--- config.mk ---
export PLATFORM = sky130hd
export DESIGN_NAME = if_prefetch_queue
export DESIGN_NICKNAME = d
export VERILOG_FILES = /design/src/rtl/if_prefetch_queue.sv
export SDC_FILE = /design/constraint.sdc
export NUM_CORES = 1
export LEC_CHECK = 0
export CORE_ASPECT_RATIO = 1.25
export CORE_MARGIN = 2
export CORE_UTILIZATION = 50
export CTS_BUF_LIST = sky130_fd_sc_hd__clkbuf_8 sky130_fd_sc_hd__clkbuf_16
export CTS_CLUSTER_SIZE = 16
export DETAILED_ROUTE_END_ITERATION = 8
export PLACE_DENSITY = 0.7
export SLEW_MARGIN = 40
export SYNTH_ARGS = -nofsm -noshare
export SYNTH_HDL_FRONTEND = slang
export SYNTH_SLANG_ARGS = --single-unit
--- constraint.sdc ---
create_clock -name clk -period 10.7 [get_ports clk]
set_input_delay 2.14 -clock clk [delete_from_list [all_inputs] [get_ports clk]]
set_output_delay 2.14 -clock clk [all_outputs]
set_load 0.005 [all_outputs]
--- src/rtl/if_prefetch_queue.sv ---
// Instruction prefetch queue between fetch and decode: a circular FIFO of PC/instruction pairs.
// Push and pop decisions come from registered occupancy only, so no input reaches any output combinationally.
module if_prefetch_queue #(
  parameter int unsigned DEPTH = 4,
  parameter int unsigned N     = 32
) (
  input  logic                       clk,
  input  logic                       rst,
  input  logic                       flush,
  input  logic                       in_valid,
  input  logic [N-1:0]               in_pc,
  input  logic [N-1:0]               in_inst,
  output logic                       in_ready,
  input  logic                       out_ready,
  output logic                       out_valid,
  output logic [N-1:0]               out_pc,
  output logic [N-1:0]               out_inst,
  output logic [$clog2(DEPTH+1)-1:0] count
);

  localparam int unsigned PW = $clog2(DEPTH);
  localparam int unsigned CW = $clog2(DEPTH+1);

  logic [N-1:0]  pc_q   [DEPTH];
  logic [N-1:0]  inst_q [DEPTH];
  logic [PW-1:0] wr_ptr_q, wr_ptr_d;
  logic [PW-1:0] rd_ptr_q, rd_ptr_d;
  logic [CW-1:0] count_q, count_d;
  logic          push, pop;

  assign in_ready  = (count_q < CW'(DEPTH));
  assign out_valid = (count_q != '0);
  assign out_pc    = out_valid ? pc_q[rd_ptr_q]   : '0;
  assign out_inst  = out_valid ? inst_q[rd_ptr_q] : '0;
  assign count     = count_q;

  // flush masks both handshakes, so a flushing cycle never moves data
  assign push = in_valid  & in_ready  & ~flush;
  assign pop  = out_valid & out_ready & ~flush;

  always_comb begin
    wr_ptr_d = wr_ptr_q;
    rd_ptr_d = rd_ptr_q;
    count_d  = count_q;
    if (flush) begin
      wr_ptr_d = '0;
      rd_ptr_d = '0;
      count_d  = '0;
    end else begin
      if (push) wr_ptr_d = (wr_ptr_q == PW'(DEPTH-1)) ? '0 : wr_ptr_q + PW'(1);
      if (pop)  rd_ptr_d = (rd_ptr_q == PW'(DEPTH-1)) ? '0 : rd_ptr_q + PW'(1);
      case ({push, pop})
        2'b10:   count_d = count_q + CW'(1);
        2'b01:   count_d = count_q - CW'(1);
        default: count_d = count_q;
      endcase
    end
  end

  always_ff @(posedge clk or posedge rst) begin
    if (rst) begin
      wr_ptr_q <= '0;
      rd_ptr_q <= '0;
      count_q  <= '0;
      for (int unsigned i = 0; i < DEPTH; i++) begin
        pc_q[i]   <= '0;
        inst_q[i] <= '0;
      end
    end else begin
      wr_ptr_q <= wr_ptr_d;
      rd_ptr_q <= rd_ptr_d;
      count_q  <= count_d;
      if (push) begin
        pc_q[wr_ptr_q]   <= in_pc;
        inst_q[wr_ptr_q] <= in_inst;
      end
    end
  end

endmodule
==> summary.json, run 1 <==
{
  "sta": {
    "relSlewSlack_pct": 45.5,
    "timing.final.crit_share_pct": 50.8,
    "setup_viol": 0,
    "totalNegativeSetupSlack_ps": 0,
    "timing.final.hold_violations": 0,
    "layout_setup_ws_ps": 5260,
    "period_needed_ps": 5440,
    "rsz_0062_raised_after_global_routing": "false",
    "drv_slew": 0,
    "fin_skew_ps": 7.07,
    "tightest_pin_transition_ps": 817,
    "clock.fmax_mhz": 184
  },
  "yosys": {
    "synth_area_mm2": 0.0124,
    "synth.avg_cell_area_um2": 16.4,
    "synthesis.instances": 755,
    "synth_warnings": 0,
    "synth_edf_count": 0,
    "postSynthRegisterBits": 263,
    "ys.flop_type": "dfrtp_1",
    "syn_nets": 830,
    "yosys.cell_types.count": 28,
    "ys_async_sr_fraction_pct": 100,
    "seq_area_frac_synth_pct": 53.2
  },
  "clock_tree": {
    "clock_latency_late_sink_ps": 520,
    "worst_setup_hold_path_clk_slew_ps": 60,
    "cts_setup_buffers": 0,
    "ctsHtreeMaxLevel": 1,
    "cts_tree": "built",
    "cts_made_buffers": 27,
    "cts-root-to-sink-buffers": 3,
    "clock_sink_count": 263,
    "cts_root_buffer": "clkbuf_16",
    "cts-hold-fix-buffers": 0,
    "post_cts.resized_instances": 0
  },
  "power_and_ir_drop": {
    "total_leakage_power_nw": 6.27,
    "power-per-cell-area_mw_per_mm2": 230,
    "power.share.combinational_pct": 28.1,
    "power_switching_mw": 0.859,
    "ir_worst_vdd_uv": 160,
    "power_frac_seq_pct": 46.0,
    "cellInternalPower_mw": 2.52,
    "power_switching_share_pct": 25.4,
    "clkPwrFrac_pct": 25.9
  },
  "grt": {
    "groute.usage.overall_pct": 20.6,
    "largest_net_degree_at_the_start_of_global_routing": 139,
    "vias_in_the_first_global_route": 7804,
    "overflow": 0,
    "grt_first_pass_wirelength_mm": 42.3,
    "number_of_antenna_violations_at_the_first_check_in_global_routing": 1
  },
  "route": {
    "average_via_count_per_standard_cell": 5.61,
    "wl_mm": 26.1,
    "antenna_violating_nets_post_route": 0,
    "routed-via-count": 6883,
    "wire_per_inst_um": 21.3,
    "dr.pass1.iters": 4,
    "detail_route.drc_violations": 0,
    "detailedRoute.firstIterationViolations": 291
  },
  "worst_setup_path": {
    "required_ps": 8560,
    "timing.critical_path.to_type": "primary output",
    "worst-path-max-fanout": 37,
    "timing.critical_path.from_type": "flip-flop",
    "worst_setup_path_category": "reg2out",
    "slowest_delay_ps": 850,
    "crit_chain": "buf_4 -> mux4_2 -> and2_1 -> clkdlybuf4s50_1",
    "worst-endpoint-arrival_ps": 3300,
    "worst_path_max_delay_cell": "dfrtp_4"
  },
  "placement": {
    "gp_congestion": 0.710,
    "detailed_place_hpwl_mm": 16.2,
    "place_worst_setup_slack_ps": 5680,
    "port-buffer-count": 137
  },
  "die": {
    "die_area_mm2": 0.0260,
    "placementRows": 64,
    "dieWidth_um": 145,
    "die_height_um": 180,
    "pin_count": 138,
    "core_area_mm2": 0.0244,
    "initial_core_util_pct": 50.6
  },
  "layout": {
    "final_net_count": 954,
    "layout-drive-gt1-share_pct": 42.1,
    "mostFrequentLayoutCell": "dfrtp_1",
    "area.growth.synth_to_final_pct": 18.8,
    "layout_common_cells": "261 x dfrtp_1, 196 x mux2_2, 137 x clkdlybuf4s50_1",
    "diodes_inserted": 0
  },
  "hold_path": {
    "hold_wc_path_type": "reg2reg"
  },
  "run_status": {
    "outcome": "complete, no violations"
  },
  "run": {
    "drv_cap": 0
  }
}
-- worst paths after layout --
path	start	to	slack, ps	cells past startpoint
max	rd_ptr_q[0]$_DFFE_PP0P_	out_inst[26]	5260	4
min	inst_q[84]$_DFFE_PP0P_	inst_q[84]$_DFFE_PP0P_	500	1
max reg2reg	count[2]$_DFFE_PP0P_	inst_q[103]$_DFFE_PP0P_	8010	4
min reg2reg	inst_q[84]$_DFFE_PP0P_	inst_q[84]$_DFFE_PP0P_	500	1
max in group asynchronous	rst	rd_ptr_q[1]$_DFFE_PP0P_	7400	3
min in group asynchronous	rst	pc_q[67]$_DFFE_PP0P_	2190	2
-- final cells by class --
cell class / count / area (um2)
timing repair buffer: 149 / 1550
multi-input combinational: 434 / 5290
inverter: 4 / 27.5
fill: 1833 / 9730
clock buffer: 32 / 744
tap: 330 / 413
clock inverter: 14 / 86.3
sequential: 263 / 6590
-- cell families after synthesis --
kind of cell / share of synthesized area, %
DFF: 53.2
buffers and inverters: 4.14
AOI/OAI and AO/OA: 0.597
adders and majority gates: 0.668
xor gates and xnor gates: 0.212
muxes: 36.8
and+or+nand+nor: 4.40
-- power groups by stage --
stage          registers [mW]  clock network, mW  logic, mW
2_1_floorplan            1.48                  0      0.692
6_report                 1.56              0.875      0.949
3_3_place_gp             1.53                  0      0.920
4_1_cts                  1.56              0.903      0.967
3_5_place_dp             1.57                  0      0.961
5_1_grt                  1.60              0.943       1.03
-- layer usage --
metal,share of wire (%),track usage (%)
met5,0.042,0
met4,1.9,5.24
met3,4.3,3.30
met2,52,36.0
met1,41,26.9
-- registers in the layout, summed over array words and instances, names as in the netlist --
| register | cells |
|---|---|
| inst_q | 128 |
| pc_q | 128 |
| rd_ptr_q | 2 |
| wr_ptr_q | 2 |
| count | 3 |
-- cell usage after synthesis, drive strengths merged, types with 2 or more instances --
master / n / area, um2
o21ai: 4 / 20.0
clkbuf: 10 / 37.5
nor3b: 2 / 15.0
or3: 3 / 18.8
mux4: 64 / 1440
nand3: 3 / 15.0
ha: 5 / 62.6
xnor2: 3 / 26.3
dfrtp: 263 / 6580
nor2: 8 / 30.0
and2: 67 / 419
buf: 44 / 459
inv: 4 / 15.0
a21oi: 6 / 30.0
mux2: 256 / 3110
nand2: 5 / 18.8
-- critical path, delay by kind of cell, from the launching register on --
family                 cells  cell delay (ps)
buffers and inverters      2             1120
AND/OR/NAND/NOR            1              190
flip-flops                 1              850
multiplexers               1              590
-- per-stage QoR --
stage          cells  util, %  area, um2  total power [mW]  hold slack (ps)
4_1_cts         1226     60.1      14700              3.43              504
6_report        1226     60.2      14700              3.38              500
3_3_place_gp    1174     56.2      13700              2.45              483
3_5_place_dp    1180     56.7      13900              2.53              490
5_1_grt         1226     60.2      14700              3.57              510
2_1_floorplan    755        -      12400              2.17              475
No activity file was read; power rests on OpenSTA's default activity.
==> run 2, diff against run 1 <==
==> constraint.sdc (replaced) <==
create_clock -name clk -period 5.15 [get_ports clk]
set_input_delay 1.03 -clock clk [delete_from_list [all_inputs] [get_ports clk]]
set_output_delay 1.03 -clock clk [all_outputs]
set_load 0.005 [all_outputs]
==> run 2 against run 1 <==
- global-route usage decreased by 0.11 points
- non-clock buffer count increased by 4
- via count decreased by 0.55%
- clock skew increased by 3.1 ps
- clock-buffer cell count increased by 2
- largest cell class unchanged
- worst hold slack improved by 2.0 ps
- register-to-register slack got worse by 5400 ps
- die area unchanged
==> summary.json, run 2 (synthesis gave the netlist of run 1 again) <==
{
  "layout": {
    "stdcell_count": {"value": 1230, "change": "was 1226"},
    "post-route-util": {"value": 60.8, "unit": "%", "change": "was 60.2%"},
    "mostFrequentLayoutCell": {"value": "dfrtp_1", "change": "unchanged"},
    "final_net_count": {"value": 958, "change": "was 954"},
    "area.growth.synth_to_final": {"value": 20.0, "unit": "%", "change": "was 18.8%"},
    "layout-drive-gt1-share": {"value": 43.1, "unit": "%", "change": "was 42.1%"},
    "layout_common_cells": {"value": "261 x dfrtp_1, 196 x mux2_2, 137 x clkdlybuf4s50_1", "change": "unchanged"},
    "diodes_inserted": {"value": 0, "change": "unchanged"}
  },
  "worst_setup_path": {
    "worst_r2r_startpoint": {"value": "count[2]$_DFFE_PP0P_", "change": "unchanged"},
    "worst-endpoint-arrival": {"value": 2940, "unit": "ps", "change": "was 3300 ps"},
    "worst_path_max_delay_cell": {"value": "dfrtp_4", "change": "unchanged"},
    "r2r_slack": {"value": 2600, "unit": "ps", "change": "was 8010 ps"},
    "worstSetupStartpoint": {"value": "rd_ptr_q[1]$_DFFE_PP0P_", "change": "was rd_ptr_q[0]$_DFFE_PP0P_"},
    "required": {"value": 4120, "unit": "ps", "change": "was 8560 ps"},
    "crit_chain": {"value": "buf_12 -> mux4_2 -> and2_1 -> clkdlybuf4s50_1", "change": "was buf_4 -> mux4_2 -> and2_1 -> clkdlybuf4s50_1"},
    "regToRegEndpoint": {"value": "inst_q[119]$_DFFE_PP0P_", "change": "was inst_q[103]$_DFFE_PP0P_"},
    "slowest_delay": {"value": 860, "unit": "ps", "change": "was 850 ps"},
    "timing.critical_path.from_type": {"value": "flip-flop", "change": "unchanged"},
    "reg2regPathDepth": {"value": 4, "change": "unchanged"},
    "timing.critical_path.to_type": {"value": "primary output", "change": "unchanged"},
    "worst_setup_path_category": {"value": "reg2out", "change": "unchanged"},
    "worst-path-max-fanout": {"value": 37, "change": "unchanged"}
  },
  "grt": {
    "overflow": {"value": 0, "change": "unchanged"},
    "vias_in_the_first_global_route": {"value": 7902, "change": "was 7804"},
    "groute.usage.overall": {"value": 20.5, "unit": "%", "change": "was 20.6%"},
    "grt_first_pass_wirelength": {"value": 42.3, "unit": "mm", "change": "about the same"},
    "number_of_antenna_violations_at_the_first_check_in_global_routing": {"value": 0, "change": "was 1"},
    "largest_net_degree_at_the_start_of_global_routing": {"value": 148, "change": "was 139"}
  },
  "clock_tree": {
    "cts-hold-fix-buffers": {"value": 0, "change": "unchanged"},
    "worst_setup_hold_path_clk_slew": {"value": 60, "unit": "ps", "change": "about the same"},
    "cts_made_buffers": {"value": 27, "change": "unchanged"},
    "cts_root_buffer": {"value": "clkbuf_16", "change": "unchanged"},
    "cts_tree": {"value": "built", "change": "unchanged"},
    "post_cts.resized_instances": {"value": 0, "change": "unchanged"},
    "ctsHtreeMaxLevel": {"value": 1, "change": "unchanged"},
    "clock_sink_count": {"value": 263, "change": "unchanged"},
    "cts-root-to-sink-buffers": {"value": 3, "change": "unchanged"},
    "clock_latency_late_sink": {"value": 520, "unit": "ps", "change": "about the same"},
    "cts_setup_buffers": {"value": 0, "change": "unchanged"}
  },
  "route": {
    "average_via_count_per_standard_cell": {"value": 5.57, "change": "was 5.61"},
    "wl": {"value": 26.0, "unit": "mm", "change": "was 26.1 mm"},
    "wire_per_inst": {"value": 21.1, "unit": "um", "change": "was 21.3 um"},
    "antenna_violating_nets_post_route": {"value": 0, "change": "unchanged"},
    "detailedRoute.firstIterationViolations": {"value": 277, "change": "was 291"},
    "dr.pass1.iters": {"value": 4, "change": "unchanged"},
    "detail_route.drc_violations": {"value": 0, "change": "unchanged"},
    "routed-via-count": {"value": 6845, "change": "was 6883"}
  },
  "die": {
    "core_area": {"value": 0.0244, "unit": "mm2", "change": "unchanged"},
    "die_height": {"value": 180, "unit": "um", "change": "unchanged"},
    "placementRows": {"value": 64, "change": "unchanged"},
    "initial_core_util": {"value": 50.6, "unit": "%", "change": "unchanged"},
    "die_area": {"value": 0.0260, "unit": "mm2", "change": "unchanged"},
    "dieWidth": {"value": 145, "unit": "um", "change": "unchanged"},
    "pin_count": {"value": 138, "change": "unchanged"}
  },
  "sta": {
    "totalNegativeSetupSlack": {"value": 0, "unit": "ps", "change": "unchanged"},
    "setup_viol": {"value": 0, "change": "unchanged"},
    "rsz_0062_raised_after_global_routing": {"value": "false", "change": "unchanged"},
    "period_needed_ps": 3970,
    "timing.final.hold_violations": {"value": 0, "change": "unchanged"},
    "relSlewSlack": {"value": 52.3, "unit": "%", "change": "was 45.5%"},
    "tightest_pin_transition": {"value": 715, "unit": "ps", "change": "was 817 ps"},
    "layout_setup_ws": {"value": 1180, "unit": "ps", "change": "was 5260 ps"},
    "timing.final.crit_share_pct": 77.1,
    "drv_slew": {"value": 0, "change": "unchanged"},
    "fin_skew": {"value": 10.1, "unit": "ps", "change": "was 7.07 ps"},
    "clock.fmax_mhz": 252
  },
  "placement": {
    "place_worst_setup_slack": {"value": 1400, "unit": "ps", "change": "was 5680 ps"},
    "gp_congestion": {"value": 0.745, "change": "was 0.710"},
    "detailed_place_hpwl": {"value": 16.6, "unit": "mm", "change": "was 16.2 mm"},
    "port-buffer-count": {"value": 137, "change": "unchanged"},
    "placed_cells_incl_taps": {"value": 1183, "change": "was 1180"}
  },
  "hold_path": {
    "whs_endpoint": {"value": "pc_q[37]$_DFFE_PP0P_", "change": "was inst_q[84]$_DFFE_PP0P_"},
    "hold_wc_path_type": {"value": "reg2reg", "change": "unchanged"},
    "whs_path_depth": {"value": 1, "change": "unchanged"},
    "origin_of_the_worst_min_delay_path": {"value": "pc_q[37]$_DFFE_PP0P_", "change": "was inst_q[84]$_DFFE_PP0P_"}
  },
  "power_and_ir_drop": {
    "ir_worst_vdd": {"value": 309, "unit": "uV", "change": "was 160 uV"},
    "power-per-cell-area": {"value": 484, "unit": "mW/mm2", "change": "was 230 mW/mm2"},
    "total_leakage_power": {"value": 6.32, "unit": "nW", "change": "was 6.27 nW"}
  },
  "run_status": {
    "outcome": {"value": "complete, no violations", "change": "unchanged"}
  },
  "run": {
    "drv_cap": {"value": 0, "change": "unchanged"}
  }
}
run 2: cell types whose count changed in the layout (fill, tap and decap cells not counted):
cell       delta
inv_1         -7
clkinv_2      +4
buf_4         +3
buf_6         -3
buf_12        +2
buf_16        +2
bufinv_16     +2
clkbuf_8      +2
inv_12        -1
run 2: how the worst max path moves through the flow:
stage | endpoint | slack [ps]
final | out_inst[6] | 1180
after global routing | out_inst[27] | 990
after global placement | inst_q[97]$_DFFE_PP0P_ | 1490
after detailed placement | inst_q[96]$_DFFE_PP0P_ | 1400
after CTS | out_inst[6] | 1130
after floorplan | count[0]$_DFFE_PP0P_ | 650
run 2: routing by layer:
layer	routed length [um]	track usage, %	part of all wire (%)	vias to the layer above
met5	0	0	0	-
met4	436	4.54	1.7	0
met3	1170	3.38	4.5	34
met2	13600	36.5	52	157
met1	10800	26.3	42	3663
li1	-	-	-	2991
run 2: worst max-delay path: cells and delay by family (launching register included):
kind,cells,cell delay [ps]
flip-flops,1,860
buffers and inverters,2,810
AND/OR/NAND/NOR,1,210
multiplexers,1,540
run 2: area by class of cell:
class                      count  area [um2]
fill                        1817        9580
clock buffer                  34         772
multi-input combinational    434        5290
sequential                   263        6590
timing repair buffer         153        1630
clock inverter                12         133
inverter                       4        18.8
tap                          330         413
run 2: power by group:
| group | switching, mW | internal, mW | total [mW] |
|---|---|---|---|
| clock | 0.774 | 1.20 | 1.97 |
| combinational | 0.615 | 1.37 | 1.99 |
| sequential | 0.411 | 2.81 | 3.22 |
run 2: per-stage QoR:
| stage | hold slack (ps) | total power, mW | cell area [um2] |
|---|---|---|---|
| floorplan | 475 | 4.52 | 12400 |
| global placement | 483 | 5.09 | 13800 |
| detailed placement | 489 | 5.27 | 13900 |
| CTS | 504 | 7.26 | 14800 |
| global route | 510 | 7.56 | 14800 |
| finish | 502 | 7.18 | 14800 |
